==> config.mk <==
export PLATFORM = sky130hd
export DESIGN_NAME = seg_scan_decoder
export DESIGN_NICKNAME = d
export VERILOG_FILES = /design/src/rtl/seg_pkg.sv /design/src/rtl/seg7_to_nibble.sv /design/src/rtl/seg_scan_decoder.sv
export SDC_FILE = /design/constraint.sdc
export NUM_CORES = 1
export LEC_CHECK = 0
export ABC_AREA = 1
export CAP_MARGIN = 20
export CORE_MARGIN = 4
export CORE_UTILIZATION = 40
export CTS_CLUSTER_DIAMETER = 80
export CTS_CLUSTER_SIZE = 28
export DETAILED_ROUTE_END_ITERATION = 16
export GPL_TIMING_DRIVEN = 1
export SLEW_MARGIN = 40
export SYNTH_ARGS = -nofsm -noshare
export SYNTH_HDL_FRONTEND = slang
export SYNTH_SLANG_ARGS = --single-unit
==> constraint.sdc <==
create_clock -name clk -period 3.24 [get_ports clk]
set_clock_uncertainty 0.1 [all_clocks]
set_input_delay 0.486 -clock clk [delete_from_list [all_inputs] [get_ports clk]]
set_output_delay 0.486 -clock clk [all_outputs]
set_load 0.03 [all_outputs]
==> src/rtl/seg_pkg.sv <==
// Segment-code constants and polarity definitions for the 7-segment scan decoder.
// Build option SEG_SCAN_DECODER_BCD_ONLY_EN is handled in seg7_to_nibble.
package seg_pkg;

   localparam logic SEG_ON = 1'b0;
   localparam logic ANO_ON = 1'b0;

   localparam logic [6:0] SEG_BLANK = 7'h7F;

   localparam logic [6:0] SEG_0 = 7'h40;
   localparam logic [6:0] SEG_1 = 7'h79;
   localparam logic [6:0] SEG_2 = 7'h24;
   localparam logic [6:0] SEG_3 = 7'h30;
   localparam logic [6:0] SEG_4 = 7'h19;
   localparam logic [6:0] SEG_5 = 7'h12;
   localparam logic [6:0] SEG_6 = 7'h02;
   localparam logic [6:0] SEG_7 = 7'h78;
   localparam logic [6:0] SEG_8 = 7'h00;
   localparam logic [6:0] SEG_9 = 7'h10;
   localparam logic [6:0] SEG_A = 7'h08;
   localparam logic [6:0] SEG_B = 7'h03;
   localparam logic [6:0] SEG_C = 7'h46;
   localparam logic [6:0] SEG_D = 7'h21;
   localparam logic [6:0] SEG_E = 7'h06;
   localparam logic [6:0] SEG_F = 7'h0E;

   localparam logic [15:0][6:0] SEG_TABLE = {
      SEG_F, SEG_E, SEG_D, SEG_C, SEG_B, SEG_A, SEG_9, SEG_8,
      SEG_7, SEG_6, SEG_5, SEG_4, SEG_3, SEG_2, SEG_1, SEG_0
   };

   typedef enum logic [1:0] {
      S_IDLE,
      S_SETTLE,
      S_DONE
   } scan_state_t;

endpackage

==> src/rtl/seg7_to_nibble.sv <==
// Combinational 7-segment pattern to hex nibble lookup.
// SEG_SCAN_DECODER_BCD_ONLY_EN restricts accepted codes to 0-9.
module seg7_to_nibble
   import seg_pkg::*;
(
   input  logic [6:0] seg,
   output logic [3:0] nib,
   output logic       hit
);

`ifdef SEG_SCAN_DECODER_BCD_ONLY_EN
   localparam int N_CODES = 10;
`else
   localparam int N_CODES = 16;
`endif

   always_comb begin
      nib = '0;
      hit = 1'b0;
      for (int i = 0; i < N_CODES; i++) begin
         if (seg == SEG_TABLE[i]) begin
            nib = 4'(i);
            hit = 1'b1;
         end
      end
   end

endmodule

==> src/rtl/seg_scan_decoder.sv <==
// Monitors a multiplexed common-anode 7-segment bus and rebuilds the digits.
// Optional BCD-only decoding via SEG_SCAN_DECODER_BCD_ONLY_EN.
module seg_scan_decoder
   import seg_pkg::*;
#(
   parameter int P_DIGITS = 4,
   parameter int P_SETTLE = 2
) (
   input  logic                  clk,
   input  logic                  rst,
   input  logic [P_DIGITS-1:0]   ano,
   input  logic [7:0]            cat,
   output logic [4*P_DIGITS-1:0] digits,
   output logic [P_DIGITS-1:0]   dp,
   output logic [P_DIGITS-1:0]   valid,
   output logic                  frame_stb,
   output logic                  err_stb
);

   logic [P_DIGITS-1:0] ano_q;
   logic [7:0]          cat_q;
   logic [P_DIGITS-1:0] seen_q;
   logic [P_DIGITS-1:0] seen_nxt;
   logic [P_DIGITS-1:0] sel;
   logic [3:0]          cnt_q, cnt_d;
   scan_state_t         state_q, state_d;
   logic                change;
   logic                eval;
   logic [3:0]          nib;
   logic                hit;
   logic                blank;
   logic                single;

   assign change   = (ano != ano_q) || (cat != cat_q);
   assign sel      = (ANO_ON == 1'b0) ? ~ano_q : ano_q;
   assign blank    = ~|sel;
   assign single   = $onehot(sel);
   assign seen_nxt = seen_q | sel;

   seg7_to_nibble u_dec (
      .seg (cat_q[6:0]),
      .nib (nib),
      .hit (hit)
   );

   // A dwell is evaluated once, after P_SETTLE quiet edges.
   always_comb begin
      state_d = state_q;
      cnt_d   = cnt_q;
      eval    = 1'b0;
      unique case (state_q)
         S_IDLE, S_DONE: begin
            if (change) begin
               state_d = S_SETTLE;
               cnt_d   = '0;
            end
         end
         S_SETTLE: begin
            if (change) begin
               cnt_d = '0;
            end else if (cnt_q == 4'(P_SETTLE - 1)) begin
               eval    = 1'b1;
               state_d = S_DONE;
            end else begin
               cnt_d = cnt_q + 4'd1;
            end
         end
         default: state_d = S_IDLE;
      endcase
   end

   always_ff @(posedge clk) begin
      if (rst) begin
         ano_q     <= '1;
         cat_q     <= {1'b1, SEG_BLANK};
         state_q   <= S_IDLE;
         cnt_q     <= '0;
         seen_q    <= '0;
         digits    <= '0;
         dp        <= '0;
         valid     <= '0;
         frame_stb <= 1'b0;
         err_stb   <= 1'b0;
      end else begin
         ano_q     <= ano;
         cat_q     <= cat;
         state_q   <= state_d;
         cnt_q     <= cnt_d;
         frame_stb <= 1'b0;
         err_stb   <= 1'b0;
         if (eval && !blank) begin
            if (single && hit) begin
               for (int i = 0; i < P_DIGITS; i++) begin
                  if (sel[i]) begin
                     digits[4*i +: 4] <= nib;
                     dp[i]            <= (cat_q[7] == SEG_ON);
                     valid[i]         <= 1'b1;
                  end
               end
               if (&seen_nxt) begin
                  frame_stb <= 1'b1;
                  seen_q    <= '0;
               end else begin
                  seen_q <= seen_nxt;
               end
            end else begin
               err_stb <= 1'b1;
            end
         end
      end
   end

endmodule

---- After elaboration in Yosys (flattened, before gate mapping) ----
Index checks and enable logic that the tools add are counted.
Widths: inputs -> output; s select.
storage, ports and cells
  register bits ........................... 48
  latch bits .............................. 0
  bits in writable memories ............... 0
  bits in read-only memories .............. 0
  bits of input ports ..................... 14
  output and inout bits ................... 26
  word-level logic and storage cells ...... 116
  memories ................................ 0
cells by class
  add/sub/neg operators ................... 4
  $mul .................................... 0
  divide/modulo/power cells ............... 0
  $lt $le $gt $ge ......................... 0
  equal/unequal tests ..................... 25
  shift operators ......................... 0
  mux-type cells .......................... 45
  bitwise operators ....................... 5
  reductions and logical operators ........ 18
operator list
  operator             number
  $mux 4               12
  $eq 7x7->1 const B   4
  $mux 1               22
  $eq 7x5->1 const B   3
  $eq 7x6->1 const B   3
  $reduce_and 3->1     6
  $eq 7x2->1 const B   2
  $eq 7x4->1 const B   2
  $mux 3               4
  $mux 2               5
  $ne 8x8->1           1
  $pmux 4 s2           1
  $eq 7x3->1 const B   1
  $logic_not 7->1      1
  $ne 2x2->1 const B   3
  $add 1x1->2          2
  $add 4x1->4 const B  1
  $eq 4x1->1 const B   1
  $ne 4x4->1           1
  $not 4->4            1
  $or 4x4->4           1
  $pmux 2 s2           1
  $reduce_and 4->1     1
  $reduce_or 2->1      2
  other kinds (13)     16

---- Depth between registers and ports, before layout ----
Gate-level depths: netlist of run 1.
  depth after elaboration ................. 20
  gate-level depth with buffers ........... 14
  depth with buffers taken out ............ 13

---- Cells and area by module ----
A second synthesis of run 1 with hierarchy kept.
second synthesis, totals
  cell total of the unflattened synthesis .. 347
  area, all modules ....................... 2,356.0 um2
modules (own cells, without submodules)
  module            instances  cells each  area an instance (um2)  sequential area each (um2)
  seg_scan_decoder  1          290         2,077.0                 960.9
  seg7_to_nibble    1          57          279.0                   0.0

---- Worst setup path before layout of run 1 ----
No wires, ideal clock.
  path type ............................... reg2reg
  start ................................... register ano_q[0]
  end ..................................... register digits[13]
  setup time .............................. 0.110 ns
  arrival time ............................ 2.428 ns
  required time ........................... 3.030 ns
  setup slack ............................. 0.602 ns
  cell stages (with the launch flop) ...... 12
  buffers on the path ..................... 2
  clock period less this slack ............ 2.638 ns
  cells stage by stage .................... dfxtp_1 -> fa_1 -> inv_1 -> ha_1 -> ha_1 -> or3b_2 -> nor2_4 -> buf_6 -> buf_6 -> nand4_1 -> nand2_1 -> nor2_1
between the ends
  cells in the longest elaborated chain, start to end .. 6
  elaborated cells on any way between the ends .. 12
  those cells by class .................... add/sub (2); eq/ne (2); mux (2); bitwise (1); reduce/logical (5)
RTL lines
  item                                                                   line                                            source
  start: declaration                                                     seg_scan_decoder.sv:20                          logic [P_DIGITS-1:0] ano_q;
  start signal: assignment                                               seg_scan_decoder.sv:85                          ano_q <= ano;
  $not 4->4 or $ne 4x4->1 (tied branches)                                seg_scan_decoder.sv:35, seg_scan_decoder.sv:34
  $add 1x1->2 (implied by the code) or $logic_or 1x1->1 (tied branches)  seg_scan_decoder.sv:37, seg_scan_decoder.sv:34
  $add 2x2->3 (implied by the code) or $mux 1 (tied branches)            seg_scan_decoder.sv:37, seg_scan_decoder.sv:59
  $eq 3x1->1 or $mux 1 (tied branches)                                   seg_scan_decoder.sv:37, seg_scan_decoder.sv:51
  $logic_and 1x1->1, on equally long branches                            seg_scan_decoder.sv:92, seg_scan_decoder.sv:91
  $reduce_and 3->1 (no source line) (*)                                  -
  end signal: indexed assignment                                         seg_scan_decoder.sv:95                          digits[4*i +: 4] <= nib;
  end: declaration                                                       seg_scan_decoder.sv:13                          output logic [4*P_DIGITS-1:0] digits,
Every way passes the cells marked *; elsewhere a longest branch is shown, timed or not.
A chain may end at the register's enable or synchronous reset.

---- Worst setup path after layout of run 1 ----
  start ................................... register ano_q[0]
  end ..................................... register seen_q[1]
between the ends
  cells in the longest elaborated chain, start to end .. 6
  elaborated cells on any way between the ends .. 15
  those cells by class .................... add/sub (2); eq/ne (2); mux (3); bitwise (2); reduce/logical (6)
RTL lines
  item                                                                   line                                            source
  $not 4->4 or $ne 4x4->1 (tied branches)                                seg_scan_decoder.sv:35, seg_scan_decoder.sv:34
  $add 1x1->2 (implied by the code) or $logic_or 1x1->1 (tied branches)  seg_scan_decoder.sv:37, seg_scan_decoder.sv:34
  $add 2x2->3 (implied by the code) or $mux 1 (tied branches)            seg_scan_decoder.sv:37, seg_scan_decoder.sv:59
  $eq 3x1->1 or $mux 1 (tied branches)                                   seg_scan_decoder.sv:37, seg_scan_decoder.sv:51
  $logic_and 1x1->1, on equally long branches                            seg_scan_decoder.sv:92, seg_scan_decoder.sv:91
  $reduce_and 2->1 (no source line)                                      -
  end signal: assignment                                                 seg_scan_decoder.sv:104                         seen_q <= seen_nxt;
  end: declaration                                                       seg_scan_decoder.sv:22                          logic [P_DIGITS-1:0] seen_q;
Several ways; a longest one is shown, not always the timed one.

==> metrics.csv, run 1 <==
metric;value;unit
status;finished, final reports clean;
fin area;3100;um^2
post-synthesis cell area;2530;um^2
num ports;40;
switching pwr;0.271;mW
fin. max-slew vios;0;
RD Place Congestion;0.864;
PD cells;349;nW/um^2
Hold Violations, Final;0;
H-tree depth;2;
Total GRT Usage;0.153;
Gate power share;0.087;
grt met1 use;0.199;
Worst EP arrival;2.92;ns
CP Max Fanout;11;
CTS tree;done;
Setup crit end kind;flip-flop;
cell count after synthesis;396;
final net count;459;
Initial Utilization;0.420;
sw frac;0.250;
Setup crit start kind;flip-flop;
Hold Path Cell Cnt;2;
DP Area;3010;um^2
largest net degree at the start of global routing;22;
DP HPWL;4.20;mm
Reg2Reg Depth;10;
drt pass-1 iters;4;
M2 GR Usage;0.251;
crit path kind;flip-flop to flip-flop;
Num CTS Buffers;5;
row count;28;
MaxCap Viol Count;0;
initial antenna violation count;0;
top post-synthesis cells by area;dfxtp_1 38%, nand2_1 19%, inv_1 11%, nor2_1 8.7%, nand4_1 5.4%;
# port buffers;39;
vias;2327;
most used cell, CP;ha_1;
post-synthesis async set-or-reset flop share;0;
main flop type after synthesis;dfxtp_1;
Flop pwr share;0.563;
register area share after synthesis;0.379;
Area Growth Syn to Fin;22.6;%
Worst-Margin Slew;0.558;ns
vias in the first global route;2080;
drt drc;0;
yosys warns;0;
Synth top cells by count;131 x nand2_1, 74 x inv_1, 59 x nor2_1;
Clk pin slew, worst setup/hold paths;0.09;ns
post-cts hold buffer count;0;
top-count cell post-synth;nand2_1;
post-synth top area cell;dfxtp_1;
core area;6030;um^2
Max rail drop VDD;185;uV
final setup vio count;0;
Total Routed Length;5.38;mm
Critical-path top delay cell;fa_1;
minimum clock period;2.83;ns
CP max stage delay;0.55;ns
clock buffer depth;2;
CP required;3.33;ns
first-pass GRT wire length;9.26;mm
M3 GR Usage;0.0386;
total grt overflow;0;
die width;87.6;um
diode count;0;
clk sink count;48;
leakage;1.53;nW
Setup TNS;0;ns
#FFs+latches synth;48;
Post-synth EDFFs;0;
crit path cell chain;fa_1 > inv_1 > ha_1 > ha_1 > or3b_2 > nor2_4 > buf_4 > nand2_1 > o21ai_2 > nor2_1;
min-delay worst type;flip-flop to flip-flop;
Pint;0.814;mW
period utilisation layout;0.873;
Fmax achieved;354;MHz
clock latency on the worst-skew pair;0.30;ns
Wirelength per Cell;10.4;um
Yosys cell types;30;
Post-DRT Antenna Nets;0;
post_cts resized;0;
syn nets;416;
RSZ-0062 raised after global routing;false;
fill count;634;
Die ar.;7670;um^2
Clk pwr share;0.350;
root buffer cell;clkbuf_8;
Syn Area/Cell;6.40;um^2
Initial DRC Count;80;
Die H;87.6;um
post-synth top area share;0.379;
Via density;4.52;
layout cell share with drive strength beyond 1;0.0705;
Slew HR;0.625;
Most Crowded Layer GR;met2;
# Post-CTS Setup Buffers;0;
## cells by family (layout without fill, tap and decap cells)
| logic type | after synthesis | in the layout | synth area share |
|---|---|---|---|
| simple gates | 239 | 239 | 0.411 |
| compound gates | 12 | 12 | 0.0267 |
| flops | 48 | 48 | 0.379 |
| fa+ha+maj | 6 | 6 | 0.0326 |
| buf+inv | 89 | 133 | 0.143 |
| xor+xnor | 2 | 2 | 0.00692 |
## placed cells by master, fill, tap and decap left out, types with 2 or more instances in the layout
| cell | n |
|---|---|
| nor2_1 | 59 |
| buf_4 | 4 |
| ha_1 | 5 |
| inv_1 | 74 |
| o21ai_0 | 2 |
| dfxtp_1 | 48 |
| nand3_4 | 2 |
| nor3_1 | 4 |
| xor2_1 | 2 |
| inv_2 | 7 |
| nand3_1 | 9 |
| nor2_2 | 3 |
| nand4_1 | 22 |
| a21oi_1 | 8 |
| and2_1 | 2 |
| nand2_1 | 131 |
| clkdlybuf4s50_1 | 39 |
| clkbuf_8 | 6 |
## final cells by class
type / instances / area [um^2] / area share
Multi-Input combinational cell: 259 / 1210 / 0.389
Sequential cell: 48 / 961 / 0.310
Timing Repair Buffer: 44 / 440 / 0.142
Inverter: 81 / 304 / 0.0979
Tap cell: 75 / 93.8 / 0.0302
Clock buffer: 6 / 82.6 / 0.0266
Clock inverter: 2 / 13.8 / 0.00443
## worst paths after layout
path / slack [ns] / startpoint / endpoint
min reg2reg: 0.35 / valid[0] / valid[0]
max: 0.41 / ano_q[0] / seen_q[1]
min: 0.35 / valid[0] / valid[0]
max reg2reg: 0.41 / ano_q[0] / seen_q[1]
## power by group through the flow
| stage | combinational (mW) | sequential [mW] | clock (mW) |
|---|---|---|---|
| 2_1_floorplan | 0.0614 | 0.621 | 0 |
| 3_3_place_gp | 0.0942 | 0.624 | 0 |
| 3_5_place_dp | 0.0958 | 0.624 | 0 |
| 4_1_cts | 0.0955 | 0.610 | 0.398 |
| 5_1_grt | 0.109 | 0.612 | 0.426 |
| 6_report | 0.0944 | 0.611 | 0.380 |
## metrics by stage
step | hold WS [ns] | worst slack, ns | instances | utilization | total power [mW]
2_1_floorplan | 0.340 | 0.602 | 396 | - | 0.683
3_3_place_gp | 0.343 | 0.480 | 507 | 0.499 | 0.718
3_5_place_dp | 0.345 | 0.427 | 507 | 0.499 | 0.720
4_1_cts | 0.357 | 0.422 | 515 | 0.515 | 1.10
5_1_grt | 0.388 | 0.264 | 515 | 0.515 | 1.15
6_report | 0.355 | 0.412 | 515 | 0.515 | 1.08
## sequential cells by signal, indices dropped and copies added, names as in the netlist
| signal | cells |
|---|---|
| cat_q | 8 |
| dp | 4 |
| cnt_q | 4 |
| state_q | 2 |
| ano_q | 4 |
| valid | 4 |
| seen_q | 4 |
| err_stb | 1 |
| frame_stb | 1 |
| digits | 16 |
## worst max-delay path, delay by kind of cell (launching register included)
kind	cells	cell delay, ns
buffers and inverters	2	0.23
adders and majority gates	3	0.98
AOI/OAI and AO/OA	1	0.22
and+or+nand+nor	4	0.81
DFF	1	0.38
## layer usage
layer | share of wire | wire, um | vias to the layer above
met5 | 0 | 0 | -
met4 | 0.011 | 61 | 0
met3 | 0.050 | 267 | 5
met2 | 0.44 | 2340 | 47
met1 | 0.50 | 2710 | 996
li1 | - | - | 1279
Power figures use the tool's default switching activity.
==> run 2: changes to the inputs <==
Settings changed: CORE_UTILIZATION 40 to 35.
==> run 2 against run 1 <==
Core utilization down 6.4 points. Final area up 0.36%. Non-clock buffer count stayed put. Worst setup slack worse by 0.087 ns. Routed wire length up 3.0%. Cell count grew 4.1%. Combinational power shrank 1%. Sequential cell count is the same. Die area is 13% higher.
==> metrics.csv, run 2 (synthesis results as in run 1) <==
metric;value;unit
Reg2Reg Depth;9;
crit path from;ano_q[0];
min-delay worst type;flip-flop to flip-flop;
H-tree depth;2;
# Post-CTS Setup Buffers;0;
leakage;1.52;nW
RSZ-0062 raised after global routing;false;
Setup crit end;digits[8];
fill count;756;
Top reg by flops;digits;
Setup crit end kind;flip-flop;
Most Crowded Layer GR;met2;
Via density;4.50;
Initial DRC Count;125;
total grt overflow;0;
post_cts resized;0;
Placed Instances;528;
Max rail drop VDD;184;uV
CP Max Fanout;11;
clock buffer depth;2;
largest net degree at the start of global routing;27;
commonest non-fill, non-tap cell in the layout;nand2_1;
post-cts hold buffer count;0;
vias in the first global route;2198;
diode count;0;
drt pass-1 iters;4;
period utilisation layout;0.900;
Worst-Margin Slew;0.515;ns
crit path kind;flip-flop to flip-flop;
Fmax achieved;343;MHz
clk sink count;48;
Layout Cells excl Fill;536;
clock latency on the worst-skew pair;0.30;ns
CP required;3.34;ns
r2r endpoint;digits[8];
top flop regs;digits x16, cat_q x8;
Die H;93.1;um
final setup vio count;0;
Hold Violations, Final;0;
minimum clock period;2.91;ns
grt met1 use;0.191;
root buffer cell;clkbuf_8;
Initial Utilization;0.367;
M3 GR Usage;0.0314;
Total Routed Length;5.54;mm
# port buffers;39;
drt drc;0;
MaxCap Viol Count;0;
num ports;40;
Clk pin slew, worst setup/hold paths;0.09;ns
Worst EP arrival;3.02;ns
Setup crit start kind;flip-flop;
Wirelength per Cell;10.3;um
Slew HR;0.654;
initial antenna violation count;0;
max reg flops;16;
vias;2412;
first-pass GRT wire length;9.84;mm
core area;6910;um^2
CTS tree;done;
Reg2Reg Setup Slack;0.33;ns
RD Place Congestion;0.831;
die width;93.1;um
most frequent cells in the layout;131 x nand2_1, 74 x inv_1, 59 x nor2_1;
Post-DRT Antenna Nets;0;
reg2reg start;ano_q[0];
layout cell share with drive strength beyond 1;0.0682;
Area Growth Syn to Fin;23.0;%
Num CTS Buffers;5;
final net count;459;
row count;30;
DP HPWL;4.35;mm
Die ar.;8660;um^2
PD cells;345;nW/um^2
fin. max-slew vios;0;
M2 GR Usage;0.217;
status;finished, final reports clean;
Setup TNS;0;ns
Total GRT Usage;0.139;
==> run 2: through the flow <==
step           setup slack [ns]  hold slack, ns  total power [mW]  instance area (um^2)   util
2_1_floorplan             0.602           0.340             0.683                  2530      -
4_1_cts                   0.298           0.359              1.09                  3120  0.451
3_3_place_gp              0.371           0.346             0.717                  3020  0.438
6_report                  0.325           0.354              1.07                  3120  0.451
5_1_grt                  0.0557           0.393              1.12                  3120  0.451
3_5_place_dp              0.308           0.344             0.719                  3020  0.438
==> run 2: worst min-delay path by stage <==
stage	startpoint	to	slack [ns]	cells after the start
4_1_cts	valid[3]	valid[3]	0.36	2
3_3_place_gp	valid[3]	valid[3]	0.35	2
2_1_floorplan	cnt_q[3]	cnt_q[3]	0.34	2
5_1_grt	valid[2]	valid[2]	0.39	2
6_report	valid[3]	valid[3]	0.35	2
3_5_place_dp	valid[2]	valid[2]	0.34	2
==> run 2: report_power, final <==
| part | total [mW] | internal [mW] | switching (mW) | leakage [nW] |
|---|---|---|---|---|
| combinational | 0.0935 | 0.0390 | 0.0545 | 1.08 |
| clock | 0.371 | 0.174 | 0.198 | 0.0445 |
| sequential | 0.610 | 0.598 | 0.0121 | 0.390 |
| total | 1.07 | 0.811 | 0.264 | 1.52 |
==> run 2: worst max-delay path, cell delays in order (launching register included) <==
cell	delay (ns)
dfxtp_1	0.38
fa_1	0.55
inv_1	0.04
ha_1	0.17
ha_1	0.26
or3b_2	0.50
nor2_4	0.27
nand3_1	0.32
nor2_1	0.17
nor2_1	0.06
==> run 2: layout make-up <==
| type | instances | area (um^2) | share of cell area |
|---|---|---|---|
| clock inverters | 1 | 7.51 | 0.00241 |
| flip-flops and latches | 48 | 961 | 0.308 |
| repair buffers | 44 | 428 | 0.137 |
| multi-input cells | 259 | 1210 | 0.388 |
| clock buffers | 7 | 86.3 | 0.0277 |
| inverters | 81 | 304 | 0.0976 |
| well taps | 96 | 120 | 0.0386 |
==> run 2: layer usage <==
layer	vias to the layer above	part of all wire	routed length, um
met5	-	0	0
met4	0	0.018	98
met3	12	0.049	269
met2	56	0.42	2330
met1	1067	0.51	2840
li1	1277	-	-
